`src/rtl/sram_image_loader.sv`:
```
// Packs a header/pixel stream into the input-SRAM image layout: per image a
// dimension word followed by N row words, then one terminator word.
module sram_image_loader #(
   parameter logic [11:0] BASE_ADDR = 12'd0,
   parameter logic [15:0] TERM_WORD = 16'h00FF,
   parameter logic [11:0] MAX_ADDR  = 12'd4095
) (
   input  logic        clk,
   input  logic        reset,
   input  logic        start,
   output logic        busy,
   output logic        done,
   output logic        err,
   input  logic        hdr_valid,
   output logic        hdr_ready,
   input  logic [4:0]  hdr_dim,
   input  logic        hdr_last,
   input  logic        pix_valid,
   output logic        pix_ready,
   input  logic        pix_bit,
   output logic [11:0] sram_write_address,
   output logic [15:0] sram_write_data,
   output logic        sram_write_enable
);

   typedef enum logic [1:0] {IDLE, HDR, PIX, TERM} state_t;

   state_t      state, state_next;
   logic [12:0] ptr;          // one spare bit so an overflow past MAX_ADDR is visible
   logic [4:0]  dim_q;
   logic        last_q;
   logic [3:0]  col, row;
   logic [15:0] row_word;

   logic [15:0] packed_word, wr_word;
   logic        dim_legal, col_last, row_last, ovf;
   logic        wr_req, wr_fire, abort_req, abort_any;
   logic        begin_load, load_hdr, pix_acc, row_end, term_req;

   assign dim_legal   = (hdr_dim == 5'd10) || (hdr_dim == 5'd12) || (hdr_dim == 5'd16);
   assign packed_word = row_word | (16'(pix_bit) << col);
   assign col_last    = ({1'b0, col} == dim_q - 5'd1);
   assign row_last    = ({1'b0, row} == dim_q - 5'd1);
   assign ovf         = ptr > {1'b0, MAX_ADDR};

   always_comb begin
      // NOTE: every signal gets a default first so no path through the case infers a latch.
      state_next = state;
      hdr_ready  = 1'b0;
      pix_ready  = 1'b0;
      wr_req     = 1'b0;
      wr_word    = 16'd0;
      abort_req  = 1'b0;
      begin_load = 1'b0;
      load_hdr   = 1'b0;
      pix_acc    = 1'b0;
      row_end    = 1'b0;
      term_req   = 1'b0;

      case (state)
         IDLE: begin
            // busy is still high during the done cycle, which keeps a start there ignored
            if (start && !busy) begin
               begin_load = 1'b1;
               state_next = HDR;
            end
         end
         HDR: begin
            hdr_ready = 1'b1;
            if (hdr_valid) begin
               if (dim_legal) begin
                  wr_req     = 1'b1;
                  wr_word    = {11'd0, hdr_dim};
                  load_hdr   = 1'b1;
                  state_next = PIX;
               end else begin
                  abort_req  = 1'b1;
                  state_next = IDLE;
               end
            end
         end
         PIX: begin
            pix_ready = 1'b1;
            if (pix_valid) begin
               pix_acc = 1'b1;
               if (col_last) begin
                  wr_req  = 1'b1;
                  wr_word = packed_word;
                  row_end = 1'b1;
                  if (row_last) state_next = last_q ? TERM : HDR;
               end
            end
         end
         TERM: begin
            wr_req     = 1'b1;
            wr_word    = TERM_WORD;
            term_req   = 1'b1;
            state_next = IDLE;
         end
         default: state_next = IDLE;
      endcase

      wr_fire   = wr_req && !ovf;
      abort_any = abort_req || (wr_req && ovf);
      if (abort_any) state_next = IDLE;
   end

   always_ff @(posedge clk) begin
      if (reset) state <= IDLE;
      else       state <= state_next;
   end

   always_ff @(posedge clk) begin
      if (reset) begin
         // NOTE: sequential state uses non-blocking assignments so all registers update together.
         busy               <= 1'b0;
         done               <= 1'b0;
         err                <= 1'b0;
         sram_write_enable  <= 1'b0;
         sram_write_address <= 12'd0;
         sram_write_data    <= 16'd0;
         ptr                <= {1'b0, BASE_ADDR};
         dim_q              <= 5'd0;
         last_q             <= 1'b0;
         col                <= 4'd0;
         row                <= 4'd0;
         row_word           <= 16'd0;
      end else begin
         sram_write_enable <= wr_fire;
         done              <= term_req && wr_fire;
         err               <= abort_any;

         if (begin_load)                busy <= 1'b1;
         else if (abort_any || done)    busy <= 1'b0;

         if (begin_load) ptr <= {1'b0, BASE_ADDR};
         if (wr_fire) begin
            sram_write_address <= ptr[11:0];
            sram_write_data    <= wr_word;
            ptr                <= ptr + 13'd1;
         end

         if (load_hdr) begin
            dim_q    <= hdr_dim;
            last_q   <= hdr_last;
            col      <= 4'd0;
            row      <= 4'd0;
            row_word <= 16'd0;
         end else if (pix_acc) begin
            if (row_end) begin
               col      <= 4'd0;
               row      <= row + 4'd1;
               row_word <= 16'd0;
            end else begin
               col      <= col + 4'd1;
               row_word <= packed_word;
            end
         end
      end
   end

endmodule

```
`config.mk`:
```
export PLATFORM = sky130hd
export DESIGN_NAME = sram_image_loader
export DESIGN_NICKNAME = d
export VERILOG_FILES = /design/src/rtl/sram_image_loader.sv
export SDC_FILE = /design/constraint.sdc
export NUM_CORES = 1
export LEC_CHECK = 0
export CAP_MARGIN = 0
export CORE_AREA = 2 2 97 99
export DETAILED_ROUTE_END_ITERATION = 16
export DIE_AREA = 0 0 99 101
export PLACE_DENSITY_LB_ADDON = 0.05
export RECOVER_POWER = 50
export SLEW_MARGIN = 5
export SYNTH_ARGS = -nofsm -noshare
export SYNTH_HDL_FRONTEND = slang
export SYNTH_SLANG_ARGS = --single-unit
```
`constraint.sdc`:
```
create_clock -name clk -period 2.95 [get_ports clk]
set_input_delay 0.295 -clock clk [delete_from_list [all_inputs] [get_ports clk]]
set_output_delay 0.295 -clock clk [all_outputs]
set_load 0.05 [all_outputs]
```
## Yosys cells after proc, flatten, opt, wreduce, memory -nomap -nowiden

Cells that the tools add are included.

| operators by class | value |
|---|---|
| add/sub/neg operators | 4 |
| order comparisons | 1 |
| eq/ne operators | 13 |
| shift-type cells | 1 |
| multiplexer cells | 36 |
| bitwise gates (word level) | 1 |
| reductions and logical operators | 17 |

Operator list:

| cell | number |
|---|---|
| two-way mux 16 bit | 3 |
| one-hot mux 16 bit (3 select lines) | 1 |
| two-way mux 13 bit | 2 |
| two-way mux 1 bit | 18 |
| OR 16 bit | 1 |
| left shift 1 x 4 -> 16 bit | 1 |
| two-way mux 2 bit | 7 |
| adder 13 x 1 -> 13 bit, second input constant | 1 |
| > comparator 13 x 12 -> 1 bit, second input constant | 1 |
| == test 4 x 5 -> 1 bit | 2 |
| == test 5 x 4 -> 1 bit, second input constant | 2 |
| two-way mux 5 bit | 2 |
| != test 2 bit, second input constant | 5 |
| adder 4 x 1 -> 4 bit, second input constant | 2 |
| one-hot mux 2 bit (4 select lines) | 1 |
| == test 5 bit, second input constant | 1 |
| AND reduction 5 bit | 1 |
| subtractor 5 x 1 -> 5 bit, second input constant | 1 |
| == test 2 bit, second input constant | 2 |
| logical AND 1 bit | 4 |
| logical OR 1 bit | 4 |
| two-way mux 4 bit | 1 |
| nonzero test 2 bit | 2 |
| OR reduction 2 bit | 2 |
| 5 further kinds | 6 |

| storage, ports and cells | value |
|---|---|
| bits in registers | 77 |
| input port bits | 12 |
| output and inout port bits | 34 |
| logic and storage cells | 86 |

## Depth between registers and ports, before layout

Gate-level depths: netlist of the first run.

| depth | value |
|---|---|
| word-level depth | 11 |
| gate-level depth with buffers | 10 |
| gate-level depth less buffers | 9 |

## Worst setup path before layout of the first run

OpenSTA, ideal clock, no wires.

| timing | value |
|---|---|
| path kind | register to register |
| start | register dim_q[0] |
| end | register state[0] |
| setup time | 0.091 ns |
| data arrival time | 2.119 ns |
| data required time | 2.859 ns |
| path slack | 0.740 ns |
| stages on the path, launching flop included | 9 |
| buffers on the path | 0 |
| clock period less this slack | 2.210 ns |
| path through | dfxtp_1 inv_1 ha_1 xor2_1 o32ai_2 o211ai_4 a211o_1 or3b_1 a311oi_1 |

| on the way | value |
|---|---|
| word-level cells in the longest chain between the ends | 8 |
| elaborated cells between the ends (all ways) | 12 |
| those cells by class | 1 x add/sub; 4 x eq/ne; 3 x mux; 4 x reduce/logical |

RTL lines:

| element | line | source |
|---|---|---|
| from (decl) | 30 | `logic [4:0] dim_q;` |
| from (signal assigned) | 144 | `dim_q <= hdr_dim;` |
| subtractor 5 x 1 -> 5 bit (*) | 42, 43 |  |
| == test 4 x 5 -> 1 bit | 42 | `assign col_last = ({1'b0, col} == dim_q - 5'd1);` |
| two-way mux 1 bit | 86 | `if (col_last) begin` |
| two-way mux 1 bit | 84 | `if (pix_valid) begin` |
| one-hot mux 1 bit (3 select lines) | 60 | `case (state)` |
| logical AND 1 bit | 104 | `abort_any = abort_req \|\| (wr_req && ovf);` |
| logical OR 1 bit | 104 |  |
| OR reduction 2 bit (no line) | n/a |  |
| to (signal assigned) | 110 | `else state <= state_next;` |
| to (decl) | 28 | `state_t state, state_next;` |

Every way passes the cells marked *; elsewhere a longest branch is shown, timed or not.
A chain may end at the register's enable or synchronous reset.

## Worst setup path in the final report of the first run

| timing | value |
|---|---|
| start | input hdr_dim[1] |
| end | register ptr[2] |

| on the way | value |
|---|---|
| word-level cells in the longest chain between the ends | 8 |
| elaborated cells between the ends (all ways) | 11 |
| those cells by class | 3 x eq/ne; 4 x mux; 4 x reduce/logical |

RTL lines:

| element | line | source |
|---|---|---|
| from (decl) | 16 | `input logic [4:0] hdr_dim,` |
| == test 5 x 4 -> 1 bit | 40 | `assign dim_legal = (hdr_dim == 5'd10) \|\| (hdr_dim == 5'd12) \|\| (hdr_dim == 5'd16);` |
| logical OR 1 bit | 40 |  |
| logical OR 1 bit (*) | 40 |  |
| two-way mux 1 bit (*) | 71 | `if (dim_legal) begin` |
| two-way mux 1 bit (*) | 70 | `if (hdr_valid) begin` |
| one-hot mux 1 bit (3 select lines) (*) | 60 |  |
| logical AND 1 bit (*) | 103 | `wr_fire = wr_req && !ovf;` |
| two-way mux 13 bit / nonzero test 2 bit (equally long branches) | n/a |  |
| to (signal assigned) | 122 | `ptr <= {1'b0, BASE_ADDR};` |
| to (signal assigned) | 136 | `if (begin_load) ptr <= {1'b0, BASE_ADDR};` |
| to (signal assigned) | 140 | `ptr <= ptr + 13'd1;` |
| to (decl) | 29 | `logic [12:0] ptr;` |

Marked as above.

==> results.yml, run 1 <==
layout:
  final_layout_size_suffix_gt1_share_pct: 8.97
  final_common_cell: "dfxtp_1"
  nets: 469
  syn_to_final_growth_pct: 21.6
  antennaDiodeCount: 0
  final_cell_mix: "dfxtp_1, a21oi_1, nor2_1, dlygate4sd3_1"
power:
  power_density_mw_per_mm2: 473
  power_uw: 2030
  vdd_ir_drop_max_mv: 0.257
  p_leak_uw: 0.00161
cts:
  htree_levels: 3
  cts-root-buf: "clkbuf_8"
  cts_buffer_depth: 2
  cts_tree: "yes"
  clock_sinks: 77
  insertion_delay_ns: 0.36
  clk_pin_slew_ns: 0.09
  cts_hold_buf: 0
  postCtsSetupRepairBufs: 0
  cts_resized: 0
  cts_buffers: 9
die:
  pin_count: 46
  core.rowCount: 35
  die_area_sq_mm: 0.0100
  fp.dieW_um: 99
  core_sq_mm: 0.00898
  die-height_um: 101
  start_util_pct: 39.3
global_route:
  grt_pass1_vias: 2953
  antenna_found_initial: 0
  grt_pass1_wl_um: 14700
  grt_usage_pct: 18.6
  grt-ovfl-total: 0
  grt_max_degree: 34
drt:
  via_per_inst: 5.39
  drt_iter0_markers: 114
  drt-wirelength-per-cell_um: 15.9
  vias: 3063
  firstDrtPassIters: 4
  drtAntennaViolNets: 0
  wl_um: 9030
  drc: 0
sta:
  max_freq_mhz: 377
  rsz0062_at_grt: "false"
  slew_viol_final: 0
  hold_viol_final: 0
  slew_headroom_pct: 48.6
  period_share_pct: 89.9
  setup_viol: 0
  tns_ns: 0
  period_needed_ns: 2.65
  fin_skew_ns: 0.0142
  worst_pin_slew_ns: 0.768
place:
  port_buffers: 45
  dp_hpwl_um: 6460
  gp_congestion: 0.806
yosys:
  synth.top_cell.area_share_pct: 43.7
  avgSynthCellArea_sq_um: 8.65
  synth_warnings: 0
  netlist_area_sq_mm: 0.00353
  yosysSeqAreaShare_pct: 43.7
  synthArstFlopShare_pct: 0
  synth.distinct_cells: 57
  synth-compound-area-share_pct: 23.9
  synth-xor-area-share_pct: 4.22
  muxShareOfSynthArea_pct: 0.851
  synth.ff_latch_count: 77
  synthFlopType: "dfxtp_1"
  syn_inst: 408
  synth_fa_ha_area_share_pct: 1.42
  synth_nets: 424
  synth_edf_count: 0
  yosys.area_share.simple_pct: 20.5
  yosys-top-cells-area: "dfxtp_1, a21oi_1, nor2_1, nand3_1, xor2_1"
  synth_top_family_by_area: "compound AO/OA/AOI/OAI gates"
  yosys.area.top_type: "dfxtp_1"
min_path:
  hold_path_end: "sram_write_data[14]$_SDFFE_PP0P_"
  whs_path_depth: 1
  worstHoldStart: "sram_write_data[14]$_SDFFE_PP0P_"
  hold_path_class: "register to register"
status:
  outcome: "finished, final reports clean"
worst_setup_path:
  crit_fanout: 16
  r2r_start: "dim_q[0]$_SDFFE_PP0P_"
  reg2reg_to: "ptr[2]$_SDFFE_PP0P_"
  r2r_cells: 8
  start_kind: "input port"
  critPathMaxStageDelay_ns: 0.59
  cp-end-kind: "register"
  r2r_slack_ns: 0.33
  critPathArrivalTime_ns: 2.92
  crit_slowest_cell: "dlygate4sd3_1"
  crit_type: "input port to register"
  required_ns: 3.22
  path_cells: "dlygate4sd3_1 -> or4b_1 -> o31a_1 -> or2_0 -> o211ai_4 -> nand2_1 -> o221ai_1"
run:
  drv_cap: 0
## worst max-delay path: cells and delay by family
family	cells	cell delay, ns
simple gates	3	1.31
compound gates	3	0.72
buf+inv	1	0.59
## routing by layer
| layer | vias to the layer above | part of all wire, % | GRT usage, % |
|---|---|---|---|
| li1 | 1553 | - | - |
| met1 | 1456 | 46 | 23.8 |
| met2 | 40 | 49 | 30.8 |
| met3 | 14 | 2.3 | 3.47 |
| met4 | 0 | 2.3 | 8.32 |
| met5 | - | 0 | 0 |
## power breakdown
group,total (uW),switching (uW),internal [uW],leakage [uW]
combinational,105,65.7,39.3,0.000891
sequential,1050,6.54,1040,0.000620
clock,875,404,471,0.000101
## stage by stage
step	util, %	instance area [sq um]	hold slack [ns]	std cells	setup slack, ns
2_1_floorplan	-	3530	0.431	408	0.740
3_3_place_gp	45.7	4110	0.447	553	0.181
3_5_place_dp	45.7	4110	0.448	553	0.0997
4_1_cts	48.1	4320	0.473	568	0.310
5_1_grt	47.8	4290	0.489	568	0.0619
6_report	47.8	4290	0.464	568	0.298
## how the worst max path moves through the flow
stage / end / slack, ns / from / cells past startpoint
4_1_cts: ptr[11]$_SDFFE_PP0P_ / 0.31 / dim_q[0]$_SDFFE_PP0P_ / 9
3_3_place_gp: ptr[11]$_SDFFE_PP0P_ / 0.18 / hdr_dim[1] / 8
6_report: ptr[2]$_SDFFE_PP0P_ / 0.30 / hdr_dim[1] / 7
2_1_floorplan: state[0]$_SDFFE_PP0P_ / 0.74 / dim_q[0]$_SDFFE_PP0P_ / 8
5_1_grt: ptr[11]$_SDFFE_PP0P_ / 0.06 / dim_q[0]$_SDFFE_PP0P_ / 9
3_5_place_dp: ptr[2]$_SDFFE_PP0P_ / 0.1 / hdr_dim[1] / 7
## cell usage after synthesis (6+ instances only)
| library cell | count |
|---|---|
| o2bb2ai_1 | 9 |
| nand2_1 | 24 |
| nor2b_1 | 7 |
| xor2_1 | 12 |
| nand3_1 | 24 |
| inv_1 | 16 |
| nor2_1 | 40 |
| nor3_1 | 12 |
| clkbuf_1 | 11 |
| o221ai_1 | 6 |
| a21oi_1 | 55 |
| o21ai_0 | 19 |
| dfxtp_1 | 77 |
| buf_2 | 9 |
## logic make-up after synthesis
kind of cell	Yosys count
AND/OR/NAND/NOR	140
XOR/XNOR	17
AO/OA/AOI/OAI	125
multiplexers	3
flip-flops	77
buffers and inverters	42
adder cells (fa/ha/maj)	4
## state kept, by name (all words and copies together), names as in the netlist
| name | cells |
|---|---|
| busy | 1 |
| col | 4 |
| dim_q | 5 |
| done | 1 |
| err | 1 |
| last_q | 1 |
| ptr | 13 |
| row | 4 |
| row_word | 16 |
| sram_write_address | 12 |
| sram_write_data | 16 |
| sram_write_enable | 1 |
| state | 2 |
## layout make-up
type	count	area, sq um
Inverter	16	60.1
Clock buffer	9	124
Tap cell	111	139
Clock inverter	6	88.8
Multi-Input combinational cell	289	1780
Fill cell	870	4680
Timing Repair Buffer	60	559
Sequential cell	77	1540
No activity file was read; power rests on OpenSTA's default activity.
==> inputs of run 2 (changes only) <==
--- a/config.mk
+++ b/config.mk
@@ -6,9 +6,9 @@
 export NUM_CORES = 1
 export LEC_CHECK = 0
 export CAP_MARGIN = 0
-export CORE_AREA = 2 2 97 99
+export CORE_AREA = 2 2 84 86
 export DETAILED_ROUTE_END_ITERATION = 16
-export DIE_AREA = 0 0 99 101
+export DIE_AREA = 0 0 86 88
 export PLACE_DENSITY_LB_ADDON = 0.05
 export RECOVER_POWER = 50
 export SLEW_MARGIN = 5
==> run 2 against run 1 <==
Effect of this change: combinational power about the same; hold slack about the same; maximum frequency down 3.2%; total power down 5.4%; setup slack worse by 0.087 ns; sequential share of layout area up 0.75 points; sequential power about the same; global-route usage up 5.0 points; die area down 24%; routed wire length down 5.4%; highest routed layer unchanged.
==> results.yml, run 2 (synthesis gave the netlist of run 1 again) <==
place:
  gp_congestion: 0.824
  postPlaceCellArea_sq_mm: 0.00404
  port_buffers: 45
  dp_hpwl_um: 6120
drt:
  drt_iter0_markers: 139
  drc: 0
  drtAntennaViolNets: 0
  vias: 3063
  wl_um: 8540
  firstDrtPassIters: 4
  via_per_inst: 5.74
  drt-wirelength-per-cell_um: 16.0
cts:
  htree_levels: 3
  cts_buffer_depth: 2
  postCtsSetupRepairBufs: 0
  cts_buffers: 9
  cts-root-buf: "clkbuf_8"
  cts_resized: 0
  cts_hold_buf: 0
  cts_tree: "yes"
  clock_sinks: 77
  clk_pin_slew_ns: 0.07
  insertion_delay_ns: 0.34
worst_setup_path:
  critical_path_buf_inv_count: 3
  crit_family: "buffers and inverters"
  critPathMaxStageDelay_ns: 0.60
  path_cells: "dlygate4sd3_1 -> or4b_1 -> o31a_1 -> nor2_1 -> clkbuf_1 -> or3_1 -> clkbuf_4 -> nor2_1"
  crit_fanout: 20
  required_ns: 3.18
  crit_slowest_cell: "dlygate4sd3_1"
  critPathArrivalTime_ns: 2.97
  crit_top_cell: "nor2_1"
  start_kind: "input port"
  cp-end-kind: "register"
  crit_type: "input port to register"
layout:
  final_cell_mix: "dfxtp_1, a21oi_1, nor2_1, dlygate4sd3_1"
  final_area_sq_mm: 0.00421
  antennaDiodeCount: 0
  final_common_cell: "dfxtp_1"
  multiInputGateArea_sq_mm: 0.00179
  nets: 465
  nFillCells: 572
  syn_to_final_growth_pct: 19.1
  largest_registers: "row_word: 16 flops, sram_write_data: 16 flops, ptr: 13 flops"
  final_layout_size_suffix_gt1_share_pct: 8.15
  regArea_sq_mm: 0.00154
die:
  core_sq_mm: 0.00664
  fp.dieW_um: 86
  start_util_pct: 53.1
  pin_count: 46
  die-height_um: 88
  die_area_sq_mm: 0.00757
  core.rowCount: 30
sta:
  fin_skew_ns: 0.00506
  slew_viol_final: 0
  hold_viol_final: 0
  rsz0062_at_grt: "false"
  slew_headroom_pct: 50.7
  setup_viol: 0
  worst_pin_slew_ns: 0.736
  period_needed_ns: 2.74
  tns_ns: 0
  max_freq_mhz: 365
  period_share_pct: 92.8
power:
  power_density_mw_per_mm2: 457
  p_leak_uw: 0.00159
  vdd_ir_drop_max_mv: 0.270
  pwr-share-seq_pct: 54.7
  power.share.clock_pct: 39.9
  intPower_uw: 1470
  p_sw_uw: 448
  swShare_pct: 23.3
  power_frac_comb_pct: 5.4
status:
  outcome: "finished, final reports clean"
min_path:
  hold_path_class: "register to register"
global_route:
  grt_max_degree: 38
  grt-ovfl-total: 0
  grt_usage_pct: 23.6
  grt_pass1_wl_um: 14000
  grt_pass1_vias: 2894
  antenna_found_initial: 0
run:
  drv_cap: 0
run 2: metal layers:
layer	global-route usage [%]	part of all wire (%)	vias up	wire (um)
met5	0	0	-	0
met1	30.7	46	1439	3960
met2	38.8	49	54	4150
li1	-	-	1558	-
met4	8.66	1.7	0	148
met3	5.00	3.3	12	282
run 2: worst paths after layout:
kind	start	to	slack, ns	cells past startpoint
worst min-delay path	sram_write_data[13]$_SDFFE_PP0P_	sram_write_data[13]$_SDFFE_PP0P_	0.46	1
worst max-delay path	hdr_dim[1]	col[3]$_SDFFE_PP0P_	0.21	8
worst min register to register	sram_write_data[13]$_SDFFE_PP0P_	sram_write_data[13]$_SDFFE_PP0P_	0.46	1
worst max register to register	dim_q[0]$_SDFFE_PP0P_	ptr[10]$_SDFFE_PP0P_	0.34	8
run 2: final cells by class:
cell class,instances,share of cell area [%]
Sequential cell,77,36.7
Inverter,16,1.43
Clock buffer,12,3.21
Tap cell,80,2.38
Multi-Input combinational cell,289,42.6
Timing Repair Buffer,56,12.5
Clock inverter,4,1.16
run 2: power by group through the flow:
| stage | Sequential (uW) | Clock, uW | Combinational [uW] |
|---|---|---|---|
| floorplan | 1080 | 0 | 58.0 |
| global placement | 1080 | 0 | 105 |
| detailed placement | 1080 | 0 | 106 |
| CTS | 1050 | 785 | 106 |
| global route | 1050 | 838 | 113 |
| finish | 1050 | 766 | 104 |
run 2: metrics by stage:
stage                     hold slack [ns]  setup WS [ns]  cells  util, %  power (uW)
after floorplan                     0.431          0.740    408        -        1140
after global placement              0.448          0.304    518     60.8        1180
after detailed placement            0.454          0.257    518     60.8        1180
after CTS                           0.473          0.340    534     63.5        1940
after global routing                0.486         0.0797    534     63.3        2000
final                               0.464          0.211    534     63.3        1920
